## src/rtl/clock_set_ctrl_if.sv

```systemverilog
// Clock-set controller bus: button/tick inputs and counter-control outputs.
// master drives the inputs, slave is the controller itself.
interface clock_set_ctrl_if;
  logic       i_tick_1hz;
  logic       i_btn_mode;
  logic       i_btn_inc;
  logic       i_sec_ovf;
  logic       i_min_ovf;
  logic       o_sec_en;
  logic       o_min_en;
  logic       o_hour_en;
  logic       o_sec_srst;
  logic [1:0] o_mode;
  logic       o_blink;

  modport master (
    output i_tick_1hz, i_btn_mode, i_btn_inc,
    output i_sec_ovf, i_min_ovf,
    input  o_sec_en, o_min_en, o_hour_en,
    input  o_sec_srst, o_mode, o_blink
  );

  modport slave (
    input  i_tick_1hz, i_btn_mode, i_btn_inc,
    input  i_sec_ovf, i_min_ovf,
    output o_sec_en, o_min_en, o_hour_en,
    output o_sec_srst, o_mode, o_blink
  );
endinterface

```

## src/rtl/clock_set_ctrl.sv

```systemverilog
// Clock time-setting controller: RUN / SET_HOUR / SET_MIN with
// button auto-repeat, idle timeout and field blink.
module clock_set_ctrl #(
  parameter int BLINK_CYC     = 25000000,
  parameter int BLINK_W       = 25,
  parameter int HOLD_TICKS    = 2,
  parameter int TIMEOUT_TICKS = 10
) (
  input logic             i_clk,
  input logic             i_rst,
  clock_set_ctrl_if.slave bus
);

  localparam int HW = $clog2(HOLD_TICKS + 2);
  localparam int TW = $clog2(TIMEOUT_TICKS + 2);
  localparam logic [HW-1:0] HOLD_MAX = HW'(HOLD_TICKS);
  localparam logic [TW-1:0] TO_MAX   = TW'(TIMEOUT_TICKS);
  localparam logic [TW-1:0] TO_LAST  = TW'(TIMEOUT_TICKS - 1);
  localparam logic [BLINK_W-1:0] DIV_LAST = BLINK_W'(BLINK_CYC - 1);

  typedef enum logic [1:0] {
    RUN      = 2'b00,
    SET_HOUR = 2'b01,
    SET_MIN  = 2'b10,
    BAD      = 2'b11
  } state_e;

  state_e             state_q, state_d;
  logic               mode_prev_q, mode_prev_d;
  logic               inc_prev_q, inc_prev_d;
  logic               armed_q, armed_d;
  logic [HW-1:0]      hold_q, hold_d;
  logic [TW-1:0]      to_q, to_d;
  logic [BLINK_W-1:0] div_q, div_d;
  logic               blink_q, blink_d;
  logic               sec_en_q, sec_en_d;
  logic               min_en_q, min_en_d;
  logic               hour_en_q, hour_en_d;
  logic               srst_q, srst_d;

  logic mode_rise, inc_rise, btn_edge;
  logic in_set, rpt, activity, to_hit;
  logic state_chg, inc_pulse;

  // edges are ignored on the first cycle after reset
  assign mode_rise = armed_q & bus.i_btn_mode & ~mode_prev_q;
  assign inc_rise  = armed_q & bus.i_btn_inc & ~inc_prev_q;
  assign btn_edge  = armed_q &
                     ((bus.i_btn_mode ^ mode_prev_q) |
                      (bus.i_btn_inc ^ inc_prev_q));
  assign in_set    = (state_q == SET_HOUR) | (state_q == SET_MIN);
  assign rpt       = in_set & bus.i_btn_inc & bus.i_tick_1hz &
                     (hold_q == HOLD_MAX);
  assign activity  = btn_edge | rpt;
  assign to_hit    = in_set & bus.i_tick_1hz & ~activity &
                     (to_q >= TO_LAST);
  assign state_chg = (state_d != state_q);
  assign inc_pulse = in_set & ~state_chg & (inc_rise | rpt);

  // next-state: mode press wins over timeout; 11 recovers to RUN
  always_comb begin
    state_d = state_q;
    srst_d  = 1'b0;
    case (state_q)
      RUN: begin
        if (mode_rise) state_d = SET_HOUR;
      end
      SET_HOUR: begin
        if (mode_rise)   state_d = SET_MIN;
        else if (to_hit) state_d = RUN;
      end
      SET_MIN: begin
        if (mode_rise) begin
          state_d = RUN;
          srst_d  = 1'b1;
        end else if (to_hit) begin
          state_d = RUN;
        end
      end
      default: state_d = RUN;
    endcase
  end

  // counter enables: pass-through in RUN, increments while setting
  always_comb begin
    sec_en_d  = (state_q == RUN) & bus.i_tick_1hz;
    min_en_d  = (state_q == SET_MIN) & inc_pulse;
    hour_en_d = (state_q == SET_HOUR) & inc_pulse;
    if (state_q == RUN) begin
      min_en_d  = bus.i_sec_ovf;
      hour_en_d = bus.i_min_ovf;
    end
  end

  // hold and timeout counters, both saturating
  always_comb begin
    hold_d = hold_q;
    to_d   = to_q;
    if (!bus.i_btn_inc || state_chg)
      hold_d = '0;
    else if (bus.i_tick_1hz && hold_q < HOLD_MAX)
      hold_d = hold_q + 1'b1;
    if (!in_set || state_chg || activity)
      to_d = '0;
    else if (bus.i_tick_1hz && to_q < TO_MAX)
      to_d = to_q + 1'b1;
  end

  // blink divider restarts lit on every state change
  always_comb begin
    div_d   = div_q;
    blink_d = blink_q;
    if (state_chg) begin
      div_d   = '0;
      blink_d = (state_d == SET_HOUR) | (state_d == SET_MIN);
    end else if (!in_set) begin
      div_d   = '0;
      blink_d = 1'b0;
    end else if (div_q == DIV_LAST) begin
      div_d   = '0;
      blink_d = ~blink_q;
    end else begin
      div_d = div_q + 1'b1;
    end
  end

  // button history for edge detection
  always_comb begin
    mode_prev_d = bus.i_btn_mode;
    inc_prev_d  = bus.i_btn_inc;
    armed_d     = 1'b1;
  end

  // state and output registers
  always_ff @(posedge i_clk or posedge i_rst) begin
    if (i_rst) begin
      state_q     <= RUN;
      mode_prev_q <= 1'b0;
      inc_prev_q  <= 1'b0;
      armed_q     <= 1'b0;
      hold_q      <= '0;
      to_q        <= '0;
      div_q       <= '0;
      blink_q     <= 1'b0;
      sec_en_q    <= 1'b0;
      min_en_q    <= 1'b0;
      hour_en_q   <= 1'b0;
      srst_q      <= 1'b0;
    end else begin
      state_q     <= state_d;
      mode_prev_q <= mode_prev_d;
      inc_prev_q  <= inc_prev_d;
      armed_q     <= armed_d;
      hold_q      <= hold_d;
      to_q        <= to_d;
      div_q       <= div_d;
      blink_q     <= blink_d;
      sec_en_q    <= sec_en_d;
      min_en_q    <= min_en_d;
      hour_en_q   <= hour_en_d;
      srst_q      <= srst_d;
    end
  end

  assign bus.o_sec_en   = sec_en_q;
  assign bus.o_min_en   = min_en_q;
  assign bus.o_hour_en  = hour_en_q;
  assign bus.o_sec_srst = srst_q;
  assign bus.o_mode     = state_q;
  assign bus.o_blink    = blink_q;

endmodule

```

## src/flat_wrapper.sv

```systemverilog
// flat-port wrapper written by rule: the top's interface ports become plain ports
module clock_set_ctrl_flat 
#(
  parameter int BLINK_CYC     = 25000000,
  parameter int BLINK_W       = 25,
  parameter int HOLD_TICKS    = 2,
  parameter int TIMEOUT_TICKS = 10
)
  (i_clk, i_rst, bus_i_tick_1hz, bus_i_btn_mode, bus_i_btn_inc, bus_i_sec_ovf, bus_i_min_ovf, bus_o_sec_en, bus_o_min_en, bus_o_hour_en, bus_o_sec_srst, bus_o_mode, bus_o_blink);
  clock_set_ctrl_if bus_i ();
  input logic i_clk;
  input logic i_rst;
  input wire logic [$bits(bus_i.i_tick_1hz)-1:0] bus_i_tick_1hz;
  input wire logic [$bits(bus_i.i_btn_mode)-1:0] bus_i_btn_mode;
  input wire logic [$bits(bus_i.i_btn_inc)-1:0] bus_i_btn_inc;
  input wire logic [$bits(bus_i.i_sec_ovf)-1:0] bus_i_sec_ovf;
  input wire logic [$bits(bus_i.i_min_ovf)-1:0] bus_i_min_ovf;
  output wire logic [$bits(bus_i.o_sec_en)-1:0] bus_o_sec_en;
  output wire logic [$bits(bus_i.o_min_en)-1:0] bus_o_min_en;
  output wire logic [$bits(bus_i.o_hour_en)-1:0] bus_o_hour_en;
  output wire logic [$bits(bus_i.o_sec_srst)-1:0] bus_o_sec_srst;
  output wire logic [$bits(bus_i.o_mode)-1:0] bus_o_mode;
  output wire logic [$bits(bus_i.o_blink)-1:0] bus_o_blink;
  assign bus_i.i_tick_1hz = bus_i_tick_1hz;
  assign bus_i.i_btn_mode = bus_i_btn_mode;
  assign bus_i.i_btn_inc = bus_i_btn_inc;
  assign bus_i.i_sec_ovf = bus_i_sec_ovf;
  assign bus_i.i_min_ovf = bus_i_min_ovf;
  assign bus_o_sec_en = bus_i.o_sec_en;
  assign bus_o_min_en = bus_i.o_min_en;
  assign bus_o_hour_en = bus_i.o_hour_en;
  assign bus_o_sec_srst = bus_i.o_sec_srst;
  assign bus_o_mode = bus_i.o_mode;
  assign bus_o_blink = bus_i.o_blink;
  clock_set_ctrl #(.BLINK_CYC(BLINK_CYC), .BLINK_W(BLINK_W), .HOLD_TICKS(HOLD_TICKS), .TIMEOUT_TICKS(TIMEOUT_TICKS)) u_core (.i_clk(i_clk), .i_rst(i_rst), .bus(bus_i));
endmodule
```

## config.mk

```make
export PLATFORM = sky130hd
export DESIGN_NAME = clock_set_ctrl_flat
export DESIGN_NICKNAME = d
export VERILOG_FILES = /design/src/rtl/clock_set_ctrl_if.sv /design/src/rtl/clock_set_ctrl.sv /design/src/flat_wrapper.sv
export SDC_FILE = /design/constraint.sdc
export NUM_CORES = 1
export LEC_CHECK = 0
export ABC_AREA = 0
export CAP_MARGIN = 10
export CORE_MARGIN = 1.5
export CORE_UTILIZATION = 25
export CTS_BUF_LIST = sky130_fd_sc_hd__clkbuf_2
export DETAILED_ROUTE_END_ITERATION = 8
export SYNTH_ARGS = -nofsm -noshare
export SYNTH_HDL_FRONTEND = slang
export SYNTH_SLANG_ARGS = --single-unit
export TNS_END_PERCENT = 1
```

## constraint.sdc

```tcl
create_clock -name i_clk -period 2 [get_ports i_clk]
set_input_delay 0.5 -clock i_clk [delete_from_list [all_inputs] [get_ports i_clk]]
set_output_delay 0.5 -clock i_clk [all_outputs]
set_load 0.1 [all_outputs]
```

==> impl_results.md <==
- Status: complete, but fails checks
- Violated checks: negative setup slack
- WL/cell: 12.7 um
- Hpwl dp: 3.16 mm
- VDD IR-drop max: 0.000466 V
- Fill count: 820
- Final Hold Fails: 0
- Max-Cap Viols: 0
- Most common flop cell mapped by yosys: dfrtp_1
- Layout area overhead: 38.8%
- Slew Limit Fails: 0
- Layout Skew: 0.0199 ns
- # setup viols final: 31
- Mean Syn Cell Area: 9.80 um2
- Clock Tree Root: clkbuf_2
- Setup TNS: -3.13 ns
- Vias in the first global route: 1642
- R2R setup slack: -0.13 ns
- CP required: 2.34 ns
- GR Overflow Total: 0
- Hold/Removal Path Class: in2async
- Library cells used by synthesis: 41
- Max frequency: 0.469 GHz
- Commonest non-fill, non-tap cells in the layout: dfrtp_1 (39), buf_4 (32), nor2_1 (19), nand2_1 (17), xor2_1 (16)
- PwrDens: 1110 mW/mm2
- N_diodes: 0
- Largest net degree at the start of global routing: 42
- Flops & latches, synth: 41
- Cell count after synthesis: 221
- Final #Nets: 286
- Final wirelength: 4.78 mm
- DRT Pass-1 Iters: 4
- CTS tree: built
- ANT nets after route: 0
- Synth Warn #: 0
- Most common cell after layout, fill and taps aside: dfrtp_1
- Final critical-path required period: 2.13 ns
- Buffers on Ports: 13
- Tot Pwr: 3330 uW
- CP Data Arrival Time: 2.48 ns
- Post-synth EDFFs: 0
- Cts hold-fix bufs: 0
- Global-route wire length before repair: 7.58 mm
- Clock transition at path regs: 0.22 ns
- Pleak: 0.00129 uW
- Antenna violations before repair: 0
- CTS Buf Count: 5
- Clk sinks: 41
- Final worst-path cycle share: 1.07
- Placed cells: 363
- CTS max path bufs: 2
- Routed via count: 1719
- Die height: 96.1 um
- Post-Syn Nets: 237
- Kind of critical path: reg2reg
- Share of cells above drive strength 1: 0.332
- DR iter-0 viols: 72
- CP Launch Type: register
- Fin cells: 376
- Vias per cell: 4.57
- Worst skew pair latency: 0.41 ns
- Die area: 0.00923 mm2
- # DRC: 0
- # IOs: 14
- Post-synth ARST share: 1.00
- Tot GR Track Use: 0.106
- Sequential-to-total area share from yosys stat: 0.474
- Htree depth: 2
- RSZ-0062 raised after global routing: yes
- CP Max Fanout: 7
- Row cnt: 33
- Initial Util: 0.261
- CP endpoint kind: register
- Die X: 96.1 um
- Synth Cell Area: 0.00217 mm2
- Setup ws final: -0.133 ns
- GPL Wtd Cong: 0.810
- Core area: 0.00830 mm2
-- metrics by stage --
step,util,worst slack [ns],cell area [um2],hold WS [ns]
2_1_floorplan,-,-0.349,2190,0.481
4_1_cts,0.332,-0.149,2760,0.389
5_1_grt,0.362,-0.176,3010,0.369
6_report,0.362,-0.133,3010,0.403
3_5_place_dp,0.326,-0.446,2710,0.519
3_3_place_gp,0.326,-0.412,2710,0.502
-- sequential cells by signal (all words and copies together), names as in the netlist --
name,flops
u_core.mode_prev_q,1
u_core.to_q,4
u_core.bus.o_mode,2
u_core.bus.o_blink,1
u_core.bus.o_hour_en,1
u_core.bus.o_sec_en,1
u_core.armed_q,1
u_core.bus.o_min_en,1
u_core.bus.o_sec_srst,1
u_core.hold_q,2
u_core.div_q,25
u_core.inc_prev_q,1
-- routing by layer --
layer,global-route usage,vias to the layer above,part of all wire,routed length (um)
met4,0.0404,0,0.017,80
met1,0.137,844,0.48,2300
met3,0.0213,6,0.017,79
met5,0,-,0,0
met2,0.173,12,0.48,2320
li1,-,857,-,-
-- final cells by class --
class / count / area, um2 / share of cell area
Sequential cell: 41 / 1030 / 0.344
Timing Repair Buffer: 49 / 504 / 0.168
Tap cell: 105 / 131 / 0.0437
Clock buffer: 5 / 25.0 / 0.00832
Inverter: 13 / 53.8 / 0.0179
Clock inverter: 3 / 17.5 / 0.00583
Multi-Input combinational cell: 160 / 1240 / 0.413
-- worst paths after layout --
| path | start | to | depth (start not counted) |
|---|---|---|---|
| max in group asynchronous | i_rst | u_core.bus.o_mode[1]$_DFF_PP0_ | 3 |
| min in group i_clk | u_core.div_q[0]$_DFF_PP0_ | u_core.div_q[0]$_DFF_PP0_ | 1 |
| hold / removal | i_rst | u_core.inc_prev_q$_DFF_PP0_ | 3 |
| setup reg to reg | u_core.bus.o_mode[1]$_DFF_PP0_ | u_core.div_q[0]$_DFF_PP0_ | 8 |
| hold reg to reg | u_core.div_q[0]$_DFF_PP0_ | u_core.div_q[0]$_DFF_PP0_ | 1 |
| setup / recovery | u_core.bus.o_mode[1]$_DFF_PP0_ | u_core.div_q[0]$_DFF_PP0_ | 8 |
-- repair_timing --
action | 4_1_cts | 5_1_grt
buffers inserted | 0 | 3
gates cloned | 0 | 3
gates resized for setup | 4 | 37
pin swaps | 2 | 16
endpoints found under the setup margin | 34 | 34
-- where the power goes --
part,total [uW],internal (uW),switching (uW)
Combinational,1970,868,1100
Sequential,995,923,71.6
Clock,361,81.6,280
Total,3330,1870,1450
-- synth_stat cells (all sizes together), types with 5 or more instances --
| master | count | area [um2] |
|---|---|---|
| and3 | 9 | 56.3 |
| and4 | 5 | 43.8 |
| ha | 9 | 113 |
| o21ai | 7 | 35.0 |
| buf | 5 | 32.5 |
| nor2 | 20 | 75.1 |
| xor2 | 16 | 140 |
| nand2 | 19 | 73.8 |
| nand3 | 8 | 40.0 |
| nor3 | 18 | 90.1 |
| dfrtp | 41 | 1030 |
| xnor2 | 13 | 114 |
| inv | 13 | 48.8 |
-- cell families (layout without fill, tap and decap cells) --
family / after synthesis / count (layout) / synth area share
and+or+nand+nor: 98 / 98 / 0.237
DFF: 41 / 41 / 0.474
xor gates and xnor gates: 29 / 29 / 0.117
AOI/OAI and AO/OA: 22 / 22 / 0.0728
buffers and inverters: 20 / 70 / 0.0410
adders and majority gates: 9 / 9 / 0.0520
other: 1 / 1 / 0.00173
muxes: 1 / 1 / 0.00462
-- critical path, stage by stage (launching register included) --
cell and delay [ns]:
dfrtp_4 0.54, buf_4 0.18, ha_2 0.20, a31o_4 0.23, a211oi_4 0.19, o2111a_2 0.28
nand2_4 0.11, clkbuf_16 0.19, nor3_1 0.17
No activity file was read; power rests on OpenSTA's default activity.
